File: src/rtl/multichannel_block_storage_pkg.sv
// Shared types and derived constants for the multichannel hit-bit block storage.
package multichannel_block_storage_pkg;

    typedef enum logic [1:0] {
        ST_CLEAR   = 2'd0,
        ST_STORE   = 2'd1,
        ST_READOUT = 2'd2
    } state_t;

    localparam int DEF_ROWINDEXBITS = 4;
    localparam int DEF_COLINDEXBITS = 3;
    localparam int DEF_NCHANNELS    = 4;

    function automatic int pow2(input int bits);
        return 1 << bits;
    endfunction

    function automatic int nrows(input int rowbits);
        return pow2(rowbits);
    endfunction

    function automatic int rowwidth(input int colbits);
        return pow2(colbits);
    endfunction

    function automatic int addrbits(input int rowbits, input int colbits);
        return rowbits + colbits;
    endfunction

    localparam int NROWS    = nrows(DEF_ROWINDEXBITS);
    localparam int ROWWIDTH = rowwidth(DEF_COLINDEXBITS);
    localparam int ADDRBITS = addrbits(DEF_ROWINDEXBITS, DEF_COLINDEXBITS);

endpackage

File: src/rtl/multichannel_block_storage_round_robin_arbiter.sv
// Round-robin grant across N requesters; search starts at the pointer and
// wraps, pointer moves past the winner only when the grant is accepted.
module round_robin_arbiter #(
    parameter int N = 4
) (
    input  logic         clock,
    input  logic         resetN,
    input  logic [N-1:0] req,
    input  logic         accept,
    output logic [N-1:0] grant
);

    localparam int PW = (N > 1) ? $clog2(N) : 1;

    logic [PW-1:0] ptr;
    logic [PW-1:0] gidx;
    logic          found;

    // First pass covers ptr..N-1, second pass the wrapped part 0..ptr-1.
    always_comb begin
        grant = '0;
        gidx  = '0;
        found = 1'b0;
        for (int k = 0; k < N; k++) begin
            if (!found && req[k] && (PW'(k) >= ptr)) begin
                found    = 1'b1;
                grant[k] = 1'b1;
                gidx     = PW'(k);
            end
        end
        for (int k = 0; k < N; k++) begin
            if (!found && req[k] && (PW'(k) < ptr)) begin
                found    = 1'b1;
                grant[k] = 1'b1;
                gidx     = PW'(k);
            end
        end
    end

    always_ff @(posedge clock or negedge resetN) begin
        if (!resetN) begin
            ptr <= '0;
        end else if (accept && found) begin
            ptr <= (gidx == PW'(N - 1)) ? '0 : gidx + 1'b1;
        end
    end

endmodule

File: src/rtl/multichannel_block_storage.sv
// Bit-per-cell hit memory with round-robin multichannel writes, clear sweep and
// row readout stream. DUPLICATE_COUNT_EN adds a saturating duplicate-hit counter.
module multichannel_block_storage
    import multichannel_block_storage_pkg::*;
#(
    parameter int ROWINDEXBITS = DEF_ROWINDEXBITS,
    parameter int COLINDEXBITS = DEF_COLINDEXBITS,
    parameter int NCHANNELS    = DEF_NCHANNELS
) (
    input  logic                                           clock,
    input  logic                                           resetN,
    input  logic [NCHANNELS*(ROWINDEXBITS+COLINDEXBITS)-1:0] address,
    input  logic [NCHANNELS-1:0]                           newAddress,
    output logic [NCHANNELS-1:0]                           storageReady,
    input  logic                                           clearMemory,
    input  logic                                           readMemory,
    output logic [(2**COLINDEXBITS)-1:0]                   rowData,
    output logic [ROWINDEXBITS-1:0]                        rowIndex,
    output logic                                           readValid,
    input  logic                                           readReady,
    output logic                                           readDone,
    output logic                                           busy
`ifdef DUPLICATE_COUNT_EN
    ,
    output logic [15:0]                                    duplicateCount
`endif
);

    localparam int NROWS_P    = nrows(ROWINDEXBITS);
    localparam int ROWWIDTH_P = rowwidth(COLINDEXBITS);
    localparam int ADDRBITS_P = addrbits(ROWINDEXBITS, COLINDEXBITS);

    state_t state_q;
    state_t state_d;

    logic [ROWWIDTH_P-1:0]   mem [NROWS_P];
    logic [ROWINDEXBITS-1:0] clr_ptr;
    logic [ROWINDEXBITS-1:0] wr_row;
    logic [COLINDEXBITS-1:0] wr_col;
    logic [ROWINDEXBITS-1:0] next_row;
    logic [ADDRBITS_P-1:0]   sel_addr;
    logic [NCHANNELS-1:0]    grant;
    logic                    accept;
    logic                    last_row;
    logic                    row_taken;

    round_robin_arbiter #(
        .N (NCHANNELS)
    ) u_arb (
        .clock  (clock),
        .resetN (resetN),
        .req    (newAddress),
        .accept (accept),
        .grant  (grant)
    );

    assign storageReady = (state_q == ST_STORE) ? grant : '0;
    assign accept       = |(storageReady & newAddress);
    assign busy         = (state_q != ST_STORE);
    assign last_row     = (rowIndex == '1);
    assign next_row     = rowIndex + 1'b1;
    assign row_taken    = readValid && readReady;

    always_comb begin
        sel_addr = '0;
        for (int i = 0; i < NCHANNELS; i++) begin
            if (grant[i]) begin
                sel_addr = address[i*ADDRBITS_P +: ADDRBITS_P];
            end
        end
    end

    assign {wr_row, wr_col} = sel_addr;

    always_ff @(posedge clock or negedge resetN) begin
        if (!resetN) begin
            state_q <= ST_CLEAR;
        end else begin
            state_q <= state_d;
        end
    end

    // Clear request overrides every other transition, including readMemory.
    always_comb begin
        state_d = state_q;
        unique case (state_q)
            ST_CLEAR: begin
                if (clr_ptr == '1) begin
                    state_d = ST_STORE;
                end
            end
            ST_STORE: begin
                if (readMemory) begin
                    state_d = ST_READOUT;
                end
            end
            ST_READOUT: begin
                if (row_taken && last_row) begin
                    state_d = ST_STORE;
                end
            end
            default: state_d = ST_CLEAR;
        endcase
        if (clearMemory) begin
            state_d = ST_CLEAR;
        end
    end

    always_ff @(posedge clock) begin
        if (state_q == ST_CLEAR) begin
            mem[clr_ptr] <= '0;
        end else if (accept) begin
            mem[wr_row][wr_col] <= 1'b1;
        end
    end

    always_ff @(posedge clock or negedge resetN) begin
        if (!resetN) begin
            clr_ptr   <= '0;
            rowData   <= '0;
            rowIndex  <= '0;
            readValid <= 1'b0;
            readDone  <= 1'b0;
        end else begin
            readDone <= 1'b0;
            if (clearMemory) begin
                clr_ptr   <= '0;
                readValid <= 1'b0;
            end else begin
                unique case (state_q)
                    ST_CLEAR: begin
                        clr_ptr <= clr_ptr + 1'b1;
                    end
                    ST_STORE: begin
                        if (readMemory) begin
                            rowIndex <= '0;
                        end
                    end
                    ST_READOUT: begin
                        // First READOUT cycle loads row 0; afterwards advance on handshake.
                        if (!readValid) begin
                            readValid <= 1'b1;
                            rowData   <= mem[rowIndex];
                        end else if (readReady) begin
                            if (last_row) begin
                                readValid <= 1'b0;
                                readDone  <= 1'b1;
                            end else begin
                                rowIndex <= next_row;
                                rowData  <= mem[next_row];
                            end
                        end
                    end
                    default: begin
                        readValid <= 1'b0;
                    end
                endcase
            end
        end
    end

`ifdef DUPLICATE_COUNT_EN
    always_ff @(posedge clock or negedge resetN) begin
        if (!resetN) begin
            duplicateCount <= '0;
        end else if (clearMemory || (state_q == ST_CLEAR)) begin
            duplicateCount <= '0;
        end else if (accept && mem[wr_row][wr_col] && (duplicateCount != 16'hFFFF)) begin
            duplicateCount <= duplicateCount + 16'd1;
        end
    end
`endif

endmodule
File: config.mk
export PLATFORM = sky130hd
export DESIGN_NAME = multichannel_block_storage
export DESIGN_NICKNAME = d
export VERILOG_FILES = /design/src/rtl/multichannel_block_storage_pkg.sv /design/src/rtl/multichannel_block_storage_round_robin_arbiter.sv /design/src/rtl/multichannel_block_storage.sv
export SDC_FILE = /design/constraint.sdc
export NUM_CORES = 1
export LEC_CHECK = 0
export ABC_CLOCK_PERIOD_IN_PS = 3000
export CORE_ASPECT_RATIO = 0.9
export CORE_MARGIN = 1
export CORE_UTILIZATION = 31
export CTS_CLUSTER_SIZE = 14
export DETAILED_ROUTE_END_ITERATION = 10
export HOLD_SLACK_MARGIN = 0.03
export PLACE_DENSITY = 0.5
export SYNTH_ARGS = -nofsm -noshare
export SYNTH_HDL_FRONTEND = slang
export SYNTH_SLANG_ARGS = --single-unit
File: constraint.sdc
create_clock -name clock -period 3 [get_ports clock]
set_input_delay 0.6 -clock clock [delete_from_list [all_inputs] [get_ports clock]]
set_output_delay 0.6 -clock clock [all_outputs]
set_load 0.03 [all_outputs]
; Word-level counts from Yosys, hierarchy flattened
; Memories as Yosys holds them, arrays and structs flattened.
; Index checks and enable logic that the tools add are counted.
; W data, S select, Z words.
[word_totals]
ff_bits = 22
latch_bits = 0
ramBits = 128
mem_bits_ro = 0
input_bits = 37
output_inout_bits = 19
elab_cells = 137
mem_count = 1
[op_classes]
addsub = 3
mul = 0
div = 0
magnitude_cmp = 10
eq_ne = 16
n_shift = 0
n_mux = 63
n_bitwise = 2
reduce_logical = 35
[mem_list]
columns = name, words, width, read_ports, rd_ports_with_merged_regs, wr, line_no
row1 = mem, 16, 8, 2, 0, 1, multichannel_block_storage.sv:36  ; logic [ROWWIDTH_P-1:0] mem [NROWS_P];
[ops]
columns = cell, count
row1 = $mux W8, 6
row2 = $mux W4, 8
row3 = $mux W1, 30
row4 = $mux W7, 4
row5 = $mux W2, 11
row6 = $logic_and A1 B1 Y1, 19
row7 = $ne A2 B2 Y1 const B, 5
row8 = $ne A3 B3 Y1 const B, 3
row9 = $add A4 B1 Y4 const B, 2
row10 = $eq A4 B4 Y1 const B, 2
row11 = $pmux W4 S2, 1
row12 = $reduce_or A8 Y1, 1
row13 = $logic_not A1 Y1, 7
row14 = $ne A2 B1 Y1 const B, 3
row15 = $pmux W2 S3, 1
row16 = $reduce_and A6 Y1, 1
row17 = $and A4 B4 Y4, 1
row18 = $eq A2 B2 Y1 const B, 2
row19 = $ge A1 B2 Y1 const A, 2
row20 = $ge A2 B2 Y1 const A, 2
row21 = $lt A1 B2 Y1 const A, 2
row22 = $lt A2 B2 Y1 const A, 2
row23 = $lt A3 B4 Y1 const B, 1
row24 = $reduce_and A4 Y1, 1
row25 = other kinds (11), 12

; Logic depth before layout (Yosys ltp)
; Gate-level depths: netlist of run 1.
[logic_depth]
depth_word = 39
mapped_depth = 10
mapped_depth_nobuf = 8

; Hierarchy
; Synthesis of run 1 repeated with hierarchy kept, for this count alone.
[unflattened]
cells_unflattened = 731
hier_area_um2 = 8489.4
[by_module_without_submodules]
columns = module, instances, cells_per_inst, area_per_inst_um2, seq_area_each_um2
row1 = multichannel_block_storage, 1, 693, 8151.6, 4344.2
row2 = round_robin_arbiter, 1, 38, 337.8, 50.0

; Worst setup path before layout of run 1
; Ideal clock, no wire load.
[synth_path]
path_type = input-to-reg
startpoint = in newAddress[2]
endpoint = mem mem[14][1] (netlist name), enable pin
setup_ns = 0.301
arrival_ns = 3.126
t_required_ns = 2.699
path_slack_ns = -0.427
path_stages = 9
path_buffers = 2
cell_sequence = buf_2 > nor4_1 > nand2b_1 > inv_2 > buf_2 > nor2_1 > a311oi_2 > nand3_1 > nor2_1
[synth_via]
elab_chain_cells = 31
elab_cells_between_ends = 46
classes_between = 2 x order compare / 23 x mux / 1 x bitwise / 20 x reduce/logical
[synth_lines]
columns = element, line_no
row1 = "start, declared", multichannel_block_storage.sv:13  ; input logic [NCHANNELS-1:0] newAddress,
row2 = $logic_and A1 B1 Y1 (2 in a row), multichannel_block_storage_round_robin_arbiter.sv:25  ; if (!found && req[k] && (PW'(k) >= ptr)) begin
row3 = $mux W1, multichannel_block_storage_round_robin_arbiter.sv:25
row4 = $logic_not A1 Y1, multichannel_block_storage_round_robin_arbiter.sv:25
row5 = $logic_and A1 B1 Y1 (2 in a row), multichannel_block_storage_round_robin_arbiter.sv:25
row6 = $mux W1, multichannel_block_storage_round_robin_arbiter.sv:25
row7 = $logic_not A1 Y1, multichannel_block_storage_round_robin_arbiter.sv:32  ; if (!found && req[k] && (PW'(k) < ptr)) begin
row8 = $logic_and A1 B1 Y1 (2 in a row), multichannel_block_storage_round_robin_arbiter.sv:32
row9 = $mux W1, multichannel_block_storage_round_robin_arbiter.sv:32
row10 = [12 not listed], --
row11 = $mux W7 / $mux W4 (equally long branches), "multichannel_block_storage.sv:67, multichannel_block_storage.sv:57"
row12 = "$lt A3 B4 Y1 (not written as such), or another cell as far along", multichannel_block_storage.sv:113  ; mem[wr_row][wr_col] <= 1'b1;
row13 = $logic_and A1 B1 Y1 (not written as such) / $reduce_or A4 Y1 (equally long branches), "multichannel_block_storage.sv:113, multichannel_block_storage.sv:58"
row14 = "$mux W1, on equally long branches", "multichannel_block_storage.sv:113, multichannel_block_storage.sv:112"
row15 = $demux W1 S3 / $mux W1 (equally long branches), "multichannel_block_storage.sv:113, multichannel_block_storage.sv:110"
row16 = $mux W8 (not written as such), multichannel_block_storage.sv:113
row17 = $reduce_or A8 Y1 (no line), --
row18 = $mux W4 (no line) / $mux W8 (equally long branches), --
row19 = "end, declared", multichannel_block_storage.sv:36
; Parallel ways exist; a longest one is shown, timed or not.

; Final worst setup path of run 1
[layout_path]
startpoint = in newAddress[2]
endpoint = mem mem[1][1] (netlist name), enable pin
; Same word-level chain as after synthesis.

==> flow_metrics.env, run 1 <==
export IMPL_drtIter0Drc=472
export IMPL_core_area_um2=25190
export IMPL_layout_drive_gt1_share=0.3042
export IMPL_grt_pass1_vias=5534
export IMPL_numCtsBuffers=17
export IMPL_multiInputGateArea_um2=3442
export IMPL_worstPathMaxFanout=8
export IMPL_die_area_um2=26280
export IMPL_root_buffer="clkbuf_16"
export IMPL_synthesis_area_um2=7946
export IMPL_cts_hold_buf=0
export IMPL_ys_ff_latch=150
export IMPL_period_minus_slack_ns=2.889
export IMPL_dp_cells=997
export IMPL_grt_max_degree=73
export IMPL_outcome="finished clean"
export IMPL_vias_per_cell=5.308
export IMPL_place_area_um2=9387
export IMPL_critPathSlowestCell="clkdlybuf4s50_1"
export IMPL_cpLargestDelayFamily="compound AO/OA/AOI/OAI gates"
export IMPL_final_cells=1029
export IMPL_worstMarginPinSlew_ns=0.6644
export IMPL_powerDensity_nw_per_um2=485.8
export IMPL_antenna_found_initial=2
export IMPL_skew_ns=0.009622
export IMPL_grt_usage=0.1728
export IMPL_finalSetupViolCount=0
export IMPL_clk_latency_ns=0.42
export IMPL_period_share=0.9631
export IMPL_routed_via_count=5462
export IMPL_antenna_cells=0
export IMPL_start_util=0.3155
export IMPL_crit_type="input pin to register"
export IMPL_nNetsFinal=713
export IMPL_globalplace_congestion=0.8139
export IMPL_rows=55
export IMPL_syn_inst=568
export IMPL_fp_dieW_um=170.8
export IMPL_critPathLaunchType="input pin"
export IMPL_crit_arrival_ns=3.01
export IMPL_max_cap_violations=0
export IMPL_die_h_um=153.9
export IMPL_nFillCells=2374
export IMPL_hold_viol=0
export IMPL_syn_area_per_cell_um2=13.99
export IMPL_port_buffers=55
export IMPL_final_setup_tns_ns=0
export IMPL_grt_pass1_wl_mm=33.12
export IMPL_synth_nets=607
export IMPL_path_clk_slew_ns=0.06
export IMPL_io_pins=56
export IMPL_required_ns=3.12
export IMPL_ant_nets=0
export IMPL_area_growth_pct=26.15
export IMPL_grt_remaining_overflow=0
export IMPL_crit_path_max_incr_delay_ns=0.57
export IMPL_end_kind="register"
export IMPL_cts_sinks=150
export IMPL_wl_per_cell_um=20.93
export IMPL_path_cells="clkdlybuf4s50_1 > buf_4 > nor2_1 > o21a_1 > a32oi_1 > a41oi_2 > a311oi_2 > nand3_1 > buf_4 > nor2_1"
export IMPL_timing_fmax_mhz=346.1
export IMPL_synth_distinct_cells=47
export IMPL_leakage_nw=3.598
export IMPL_seq_area_um2=4398
export IMPL_firstDrtPassIters=4
export IMPL_vdd_drop_max_mv=0.4358
export IMPL_postLayoutCoreUtil=0.3980
export IMPL_dp_hpwl_mm=14.61
export IMPL_slew_headroom=0.5571
export IMPL_yosysSeqAreaShare=0.5530
export IMPL_drc=0
export IMPL_ys_warnings_count=0
export IMPL_post_cts_setup_buffers=0
export IMPL_rsz0062_at_grt="yes"
export IMPL_htreeDepth=4
export IMPL_wl_mm=21.54
export IMPL_finalPower_mw=4.870
export IMPL_fin_area_um2=10020
export IMPL_hp_class="register to register"
export IMPL_cts_buffer_depth=2
export IMPL_cts_tree="built"
export IMPL_maxSlewViolCount=0
export IMPL_cp_num_buf_inv=3
power by group:
part	internal [mW]	switching, mW	leakage (nW)
combinational	0.225	0.218	1.83
sequential	2.29	0.0304	1.49
clock	1.23	0.872	0.279
total	3.75	1.12	3.60
worst paths after layout:
kind | startpoint | end | slack, ns | depth (start not counted)
worst max-delay path | newAddress[2] | mem[1][1]$_DFFE_PP_ | 0.11 | 10
worst min-delay path | rowData[2]$_DFFE_PN0P_ | rowData[2]$_DFFE_PN0P_ | 0.48 | 2
worst max register to register | rowIndex[0]$_DFFE_PN0P_ | rowData[5]$_DFFE_PN0P_ | 0.27 | 6
worst min register to register | rowData[2]$_DFFE_PN0P_ | rowData[2]$_DFFE_PN0P_ | 0.48 | 2
max in group asynchronous | resetN | rowIndex[0]$_DFFE_PN0P_ | 2.23 | 2
min in group asynchronous | resetN | state_q[1]$_DFFE_PN0P_ | 0.52 | 2
registers in the layout (all words and copies together), names as in the netlist:
register and flops:
clr_ptr 4, mem 128, readDone 1, readValid 1, rowData 8, rowIndex 4
state_q 2, u_arb.ptr 2
metrics by stage:
step	hold slack, ns	setup WS (ns)
CTS	0.4834	0.005353
global placement	0.4673	-0.4158
global route	0.5082	-0.02320
floorplan	0.3044	0.007522
finish	0.4774	0.1107
detailed placement	0.4698	-0.5288
cells in the mapped netlist, drive strengths merged:
cell / n / share of area
a41oi: 2 / 0.0041
or2: 1 / 0.00079
o21ai: 16 / 0.010
o31ai: 1 / 0.00095
a31o: 2 / 0.0022
edfxtp: 128 / 0.48
o2111ai: 2 / 0.0022
clkbuf: 10 / 0.0047
o2111a: 2 / 0.0028
dfrtp: 22 / 0.069
and2: 2 / 0.0016
xnor2: 2 / 0.0022
or3b: 2 / 0.0022
ha: 2 / 0.0031
o21a: 1 / 0.00095
o2bb2ai: 2 / 0.0022
buf: 24 / 0.013
nor2: 145 / 0.068
mux4: 80 / 0.23
nand2b: 5 / 0.0039
a311oi: 4 / 0.0076
xor2: 3 / 0.0033
nand3: 24 / 0.015
o22a: 1 / 0.0011
mux2: 1 / 0.0014
mux2i: 8 / 0.010
inv: 6 / 0.0028
and3: 4 / 0.0031
o21bai: 1 / 0.00095
o311ai: 1 / 0.0020
o211a: 1 / 0.0013
a21oi: 14 / 0.012
a32oi: 2 / 0.0022
nor2b: 4 / 0.0031
nor4: 1 / 0.00079
nand3b: 1 / 0.00095
a22oi: 2 / 0.0019
o221ai: 1 / 0.0011
a41o: 2 / 0.0025
nand4: 5 / 0.0039
nand2: 26 / 0.012
a21o: 2 / 0.0019
or3: 2 / 0.0016
a221oi: 1 / 0.0011
worst reg2reg max path, cell delays in order, from the launching register on:
cell and delay [ns]:
dfrtp_4 0.49, ha_2 0.35, buf_12 0.29, mux4_2 0.61, mux4_2 0.47, mux2i_1 0.27
o21ai_0 0.11
cells by family (layout without fill, tap and decap cells):
logic type,count (synthesis),count (layout),share of synthesized area
simple gates,222,222,0.1179
flops,150,150,0.5530
mux,89,89,0.2382
compound gates,60,60,0.06125
buf+inv,40,159,0.02094
xor+xnor,5,5,0.005512
fa+ha+maj,2,2,0.003149
area by class of cell:
class | instances | share of cell area
clock inverter | 14 | 0.01498
timing repair buffer | 121 | 0.1151
sequential | 150 | 0.4387
clock buffer | 18 | 0.04281
inverter | 6 | 0.002371
tap | 342 | 0.04269
multi-input combinational | 378 | 0.3434
repair_timing:
item,in CTS,in global routing
gates resized for setup,2,10
gates cloned,0,0
setup endpoints to repair,43,126
pin swaps,0,1
cells in the final DEF, fill, tap and decap left out, drive strengths merged, types with 3 or more instances in the layout:
cell type	netlist	layout
nand2	26	26
a311oi	4	4
clkinv	0	7
nand2b	5	5
o21ai	16	16
xor2	3	3
edfxtp	128	128
dfrtp	22	22
nor2	145	145
mux2i	8	8
nand4	5	5
a21oi	14	14
nor2b	4	4
buf	24	70
clkdlybuf4s50	0	49
clkbuf	10	18
nand3	24	24
and3	4	4
inv	6	9
mux4	80	80
metal layers:
metal / GRT usage / vias to the layer above / share of wire
li1: - / 2433 / -
met1: 0.2421 / 2831 / 0.44
met2: 0.2725 / 185 / 0.48
met3: 0.03758 / 13 / 0.072
met4: 0.04118 / 0 / 0.0071
met5: 0 / - / 0
Note: power is estimated with default switching activity, not from simulation.
==> inputs of run 2 (changes only) <==
Settings changed: PLACE_DENSITY 0.5 to 0.55.
==> run 2 against run 1 <==
Against the previous run:
- sequential share of layout area down 0.60 points
- cell count up 0.97%
- via count up 0.13%
- utilization up 0.55 points
- sequential cell count unchanged
- critical endpoint is now storageReady[2]
==> flow_metrics.env, run 2 (synthesized netlist as in run 1, its figures left out) <==
export IMPL_period_share=0.9631
export IMPL_hp_class="register to register"
export IMPL_final_cell_mix="nor2_1, edfxtp_1, mux4_2"
export IMPL_port_buffers=55
export IMPL_path_clk_slew_ns=0.06
export IMPL_skew_ns=0.01060
export IMPL_root_buffer="clkbuf_16"
export IMPL_worstPathMaxFanout=7
export IMPL_dr_wl_met3_mm=1.547
export IMPL_wl_mm=21.02
export IMPL_clk_latency_ns=0.43
export IMPL_crit_type="input pin to primary output"
export IMPL_routed_via_count=5469
export IMPL_area_growth_pct=27.90
export IMPL_required_ns=2.40
export IMPL_antenna_found_initial=0
export IMPL_finalSetupViolCount=0
export IMPL_grt_usage=0.1685
export IMPL_drtIter0Drc=538
export IMPL_numCtsBuffers=17
export IMPL_slew_headroom=0.2523
export IMPL_hold_viol=0
export IMPL_grt_remaining_overflow=0
export IMPL_p_int_mw=3.761
export IMPL_die_h_um=153.9
export IMPL_finalPower_mw=4.903
export IMPL_final_cells=1039
export IMPL_drc=0
export IMPL_top_layer="met4"
export IMPL_wl_per_cell_um=20.23
export IMPL_dp_hpwl_mm=14.29
export IMPL_dp_cells=1006
export IMPL_grt_pass1_wl_mm=32.58
export IMPL_nNetsFinal=723
export IMPL_core_area_um2=25190
export IMPL_cts_hold_buf=0
export IMPL_min_to="rowData[1]$_DFFE_PN0P_"
export IMPL_die_area_um2=26280
export IMPL_reg2reg_depth=6
export IMPL_worstHoldPathCells=2
export IMPL_switching_share=0.2328
export IMPL_largest_register_ffs=128
export IMPL_cts_tree="built"
export IMPL_maxSlewViolCount=0
export IMPL_worstMarginPinSlew_ns=1.121
export IMPL_reg2reg_to="rowData[4]$_DFFE_PN0P_"
export IMPL_leakage_nw=3.619
export IMPL_startpoint="newAddress[0]"
export IMPL_period_minus_slack_ns=2.889
export IMPL_p_seq_frac=0.474
export IMPL_rsz0062_at_grt="yes"
export IMPL_place_area_um2=9442
export IMPL_htreeDepth=4
export IMPL_r2r_setup_slack_ns=0.16
export IMPL_r2r_start="rowIndex[0]$_DFFE_PN0P_"
export IMPL_powerDensity_nw_per_um2=482.4
export IMPL_grt_max_degree=129
export IMPL_critPathLaunchType="input pin"
export IMPL_route_met2_wl_mm=10.38
export IMPL_pwr_share_clk=0.430
export IMPL_vias_per_cell=5.264
export IMPL_comb_power_share=0.095
export IMPL_reg_largest_list="mem x128, rowData x8"
export IMPL_timing_fmax_mhz=346.1
export IMPL_fin_hold_ws_ns=0.4843
export IMPL_io_pins=56
export IMPL_crit_arrival_ns=2.29
export IMPL_layout_cells_most_common="nor2_1"
export IMPL_layout_drive_gt1_share=0.3286
export IMPL_wl_met1_mm=8.746
export IMPL_ant_nets=0
export IMPL_vdd_drop_max_mv=0.3972
export IMPL_fp_dieW_um=170.8
export IMPL_outcome="finished clean"
export IMPL_max_cap_violations=0
export IMPL_end_kind="primary output"
export IMPL_min_from="rowData[1]$_DFFE_PN0P_"
export IMPL_grt_pass1_vias=5636
export IMPL_fin_area_um2=10160
export IMPL_start_util=0.3155
export IMPL_antenna_cells=0
export IMPL_firstDrtPassIters=4
export IMPL_rows=55
export IMPL_top_register="mem"
export IMPL_globalplace_congestion=0.8437
export IMPL_cts_sinks=150
export IMPL_switchingPower_mw=1.141
export IMPL_cts_buffer_depth=2
run 2: cell count changes in the layout (fill, tap and decap cells not counted), moves of 2 or more:
cell and delta:
clkinvlp_4 +4, clkdlybuf4s50_1 +2, o2bb2ai_1 -2, dlymetal6s2s_1 -2, a32oi_2 +2, a32oi_1 -2, inv_6 -2, o2bb2ai_2 +2
nor2_2 +2, clkinv_2 -2, nor2_1 -2, buf_4 +10
run 2: per-layer routing:
metal / global-route usage / up-vias
met5: 0 / -
met2: 0.2723 / 186
met3: 0.04659 / 26
met4: 0.04805 / 0
met1: 0.2206 / 2804
li1: - / 2453
run 2: worst max-delay path: stages:
cell,delay (ns)
clkdlybuf4s50_1,0.46
or3_1,0.44
o311ai_4,0.15
nand2_2,0.19
buf_4,0.18
nor2_1,0.09
buf_4,0.17
run 2: worst max path at each step:
| stage | end | slack (ns) | cells after the start |
|---|---|---|---|
| 2_1_floorplan | mem[14][1]$_DFFE_PP_ | 0.008 | 9 |
| 3_3_place_gp | mem[3][2]$_DFFE_PP_ | -0.39 | 8 |
| 3_5_place_dp | mem[10][2]$_DFFE_PP_ | -0.54 | 9 |
| 4_1_cts | storageReady[2] | 0.01 | 7 |
| 5_1_grt | mem[5][0]$_DFFE_PP_ | -0.02 | 11 |
| 6_report | storageReady[2] | 0.11 | 7 |
run 2: through the flow:
stage	worst slack, ns	TNS (ns)	util
3_3_place_gp	-0.3925	-38.14	0.3749
5_1_grt	-0.01811	-0.05177	0.4035
6_report	0.1108	0	0.4035
3_5_place_dp	-0.5394	-52.61	0.3749
4_1_cts	0.009595	0	0.3986
2_1_floorplan	0.007522	0	-
run 2: power by group through the flow:
stage	logic [mW]	registers, mW	clock network [mW]
final	0.468	2.33	2.11
after global routing	0.506	2.33	2.21
after CTS	0.449	2.32	2.14
after detailed placement	0.442	2.37	0
after global placement	0.434	2.36	0
after floorplan	0.227	2.36	0
run 2: cell type report:
cell class	instances	area [um2]
fill	2380	15020
sequential	150	4398
multi-input combinational	378	3517
timing repair buffer	131	1215
clock buffer	18	429.2
tap	342	427.9
clock inverter	14	152.6
inverter	6	23.77
run 2: timing repair:
action	in CTS	in global routing
pin swaps	0	3
setup endpoints to repair	15	117
resized for setup	2	22
gates cloned	0	0
setup buffers	0	1
==> inputs of run 3 (changes only) <==
Settings changed: CAP_MARGIN set to 15, MAX_ROUTING_LAYER set to met4.
==> run 3 against run 2 <==
Against the previous run:
- worst hold slack hardly changed
- clock power about the same
- worst setup slack worse by 0.011 ns
- highest routed layer unchanged
==> flow_metrics.env, run 3 (synthesized netlist as in run 1, its figures left out) <==
export IMPL_area_growth_pct=27.90
export IMPL_cts_hold_buf=0
export IMPL_hold_viol=0
export IMPL_io_pins=56
export IMPL_crit_type="input pin to primary output"
export IMPL_numCtsBuffers=17
export IMPL_routed_via_count=5438
export IMPL_max_cap_violations=0
export IMPL_outcome="finished clean"
export IMPL_period_minus_slack_ns=2.900
export IMPL_worstPathMaxFanout=7
export IMPL_cpMostUsedCell="buf_4"
export IMPL_critPathLaunchType="input pin"
export IMPL_path_clk_slew_ns=0.06
export IMPL_core_area_um2=25190
export IMPL_layout_cells_most_common="nor2_1"
export IMPL_powerDensity_nw_per_um2=481.8
export IMPL_drtIter0Drc=493
export IMPL_worstMarginPinSlew_ns=1.125
export IMPL_critPathSlowestCell="clkdlybuf4s50_1"
export IMPL_cts_sinks=150
export IMPL_grt_pass1_vias=5648
export IMPL_globalplace_congestion=0.8569
export IMPL_finalPower_mw=4.896
export IMPL_end_kind="primary output"
export IMPL_final_cells=1039
export IMPL_largest_register_ffs=128
export IMPL_final_cell_mix="nor2_1, edfxtp_1, mux4_2"
export IMPL_grt_pass1_wl_mm=32.56
export IMPL_htreeDepth=4
export IMPL_timing_fmax_mhz=344.8
export IMPL_cts_tree="built"
export IMPL_clk_latency_ns=0.43
export IMPL_antenna_found_initial=0
export IMPL_die_area_um2=26280
export IMPL_period_share=0.9668
export IMPL_wl_per_cell_um=20.20
export IMPL_crit_path_max_incr_delay_ns=0.47
export IMPL_start_util=0.3155
export IMPL_port_buffers=55
export IMPL_maxSlewViolCount=0
export IMPL_leakage_nw=3.619
export IMPL_grt_usage=0.1736
export IMPL_vias_per_cell=5.234
export IMPL_fin_hold_ws_ns=0.4843
export IMPL_required_ns=2.40
export IMPL_rows=55
export IMPL_dp_hpwl_mm=14.29
export IMPL_reg_largest_list="mem x128, rowData x8"
export IMPL_crit_arrival_ns=2.30
export IMPL_firstDrtPassIters=5
export IMPL_vdd_drop_max_mv=0.4003
export IMPL_cts_buffer_depth=2
export IMPL_finalSetupViolCount=0
export IMPL_wl_mm=20.98
export IMPL_grt_remaining_overflow=0
export IMPL_ant_nets=0
export IMPL_antenna_cells=0
export IMPL_die_h_um=153.9
export IMPL_grt_max_degree=129
export IMPL_dp_cells=1006
export IMPL_path_cells="clkdlybuf4s50_1 > or3_1 > o311ai_4 > nand2_2 > buf_4 > nor2_1 > buf_4"
export IMPL_layout_drive_gt1_share=0.3286
export IMPL_skew_ns=0.01029
export IMPL_top_register="mem"
export IMPL_hp_class="register to register"
export IMPL_slew_headroom=0.2503
export IMPL_fp_dieW_um=170.8
export IMPL_drc=0
export IMPL_root_buffer="clkbuf_16"
export IMPL_rsz0062_at_grt="yes"
export IMPL_nNetsFinal=723
run 3: worst paths after layout:
kind                       depth (start not counted)                     from                endpoint  slack (ns)
setup reg to reg                                   6  rowIndex[0]$_DFFE_PN0P_  rowData[4]$_DFFE_PN0P_        0.17
hold reg to reg                                    2   rowData[1]$_DFFE_PN0P_  rowData[1]$_DFFE_PN0P_        0.48
min in group asynchronous                          1                   resetN  state_q[1]$_DFFE_PN0P_        0.59
hold / removal                                     2   rowData[1]$_DFFE_PN0P_  rowData[1]$_DFFE_PN0P_        0.48
setup / recovery                                   7            newAddress[0]         storageReady[2]         0.1
max in group asynchronous                          2                   resetN  rowData[4]$_DFFE_PN0P_        1.84
run 3: routing by layer:
metal	track usage	part of all wire	up-vias
met3	0.04659	0.071	25
met1	0.2206	0.42	2763
li1	-	-	2452
met4	0.04805	0.015	0
met5	-	0	-
met2	0.2723	0.49	198
run 3: power by group:
part,switching [mW],internal (mW)
combinational,0.228,0.240
sequential,0.0327,2.29
clock,0.875,1.23
run 3: final cells by class:
class | instances | area (um2)
fill | 2380 | 15020
inverter | 6 | 23.77
sequential | 150 | 4398
tap | 342 | 427.9
clock buffer | 18 | 429.2
multi-input combinational | 378 | 3517
timing repair buffer | 131 | 1215
clock inverter | 14 | 152.6
run 3: stage by stage:
step                 TNS, ns  worst slack (ns)  utilization  instance area, um2
floorplan                  0          0.007522            -                7949
global placement      -38.14           -0.3925       0.3749                9442
detailed placement    -52.61           -0.5394       0.3749                9442
CTS                        0          0.009595       0.3986               10040
global route        -0.05285          -0.01820       0.4035               10160
finish                     0           0.09953       0.4035               10160
run 3: worst max-delay path: cells and delay by family:
kind	cells	cell delay (ns)
compound gates	1	0.15
buf+inv	3	0.82
simple gates	3	0.73
run 3: repair_timing:
action                                  4_1_cts  5_1_grt
gates resized for setup                       2       22
endpoints found under the setup margin       15      117
buffers inserted                              0        1
pin swaps                                     0        3
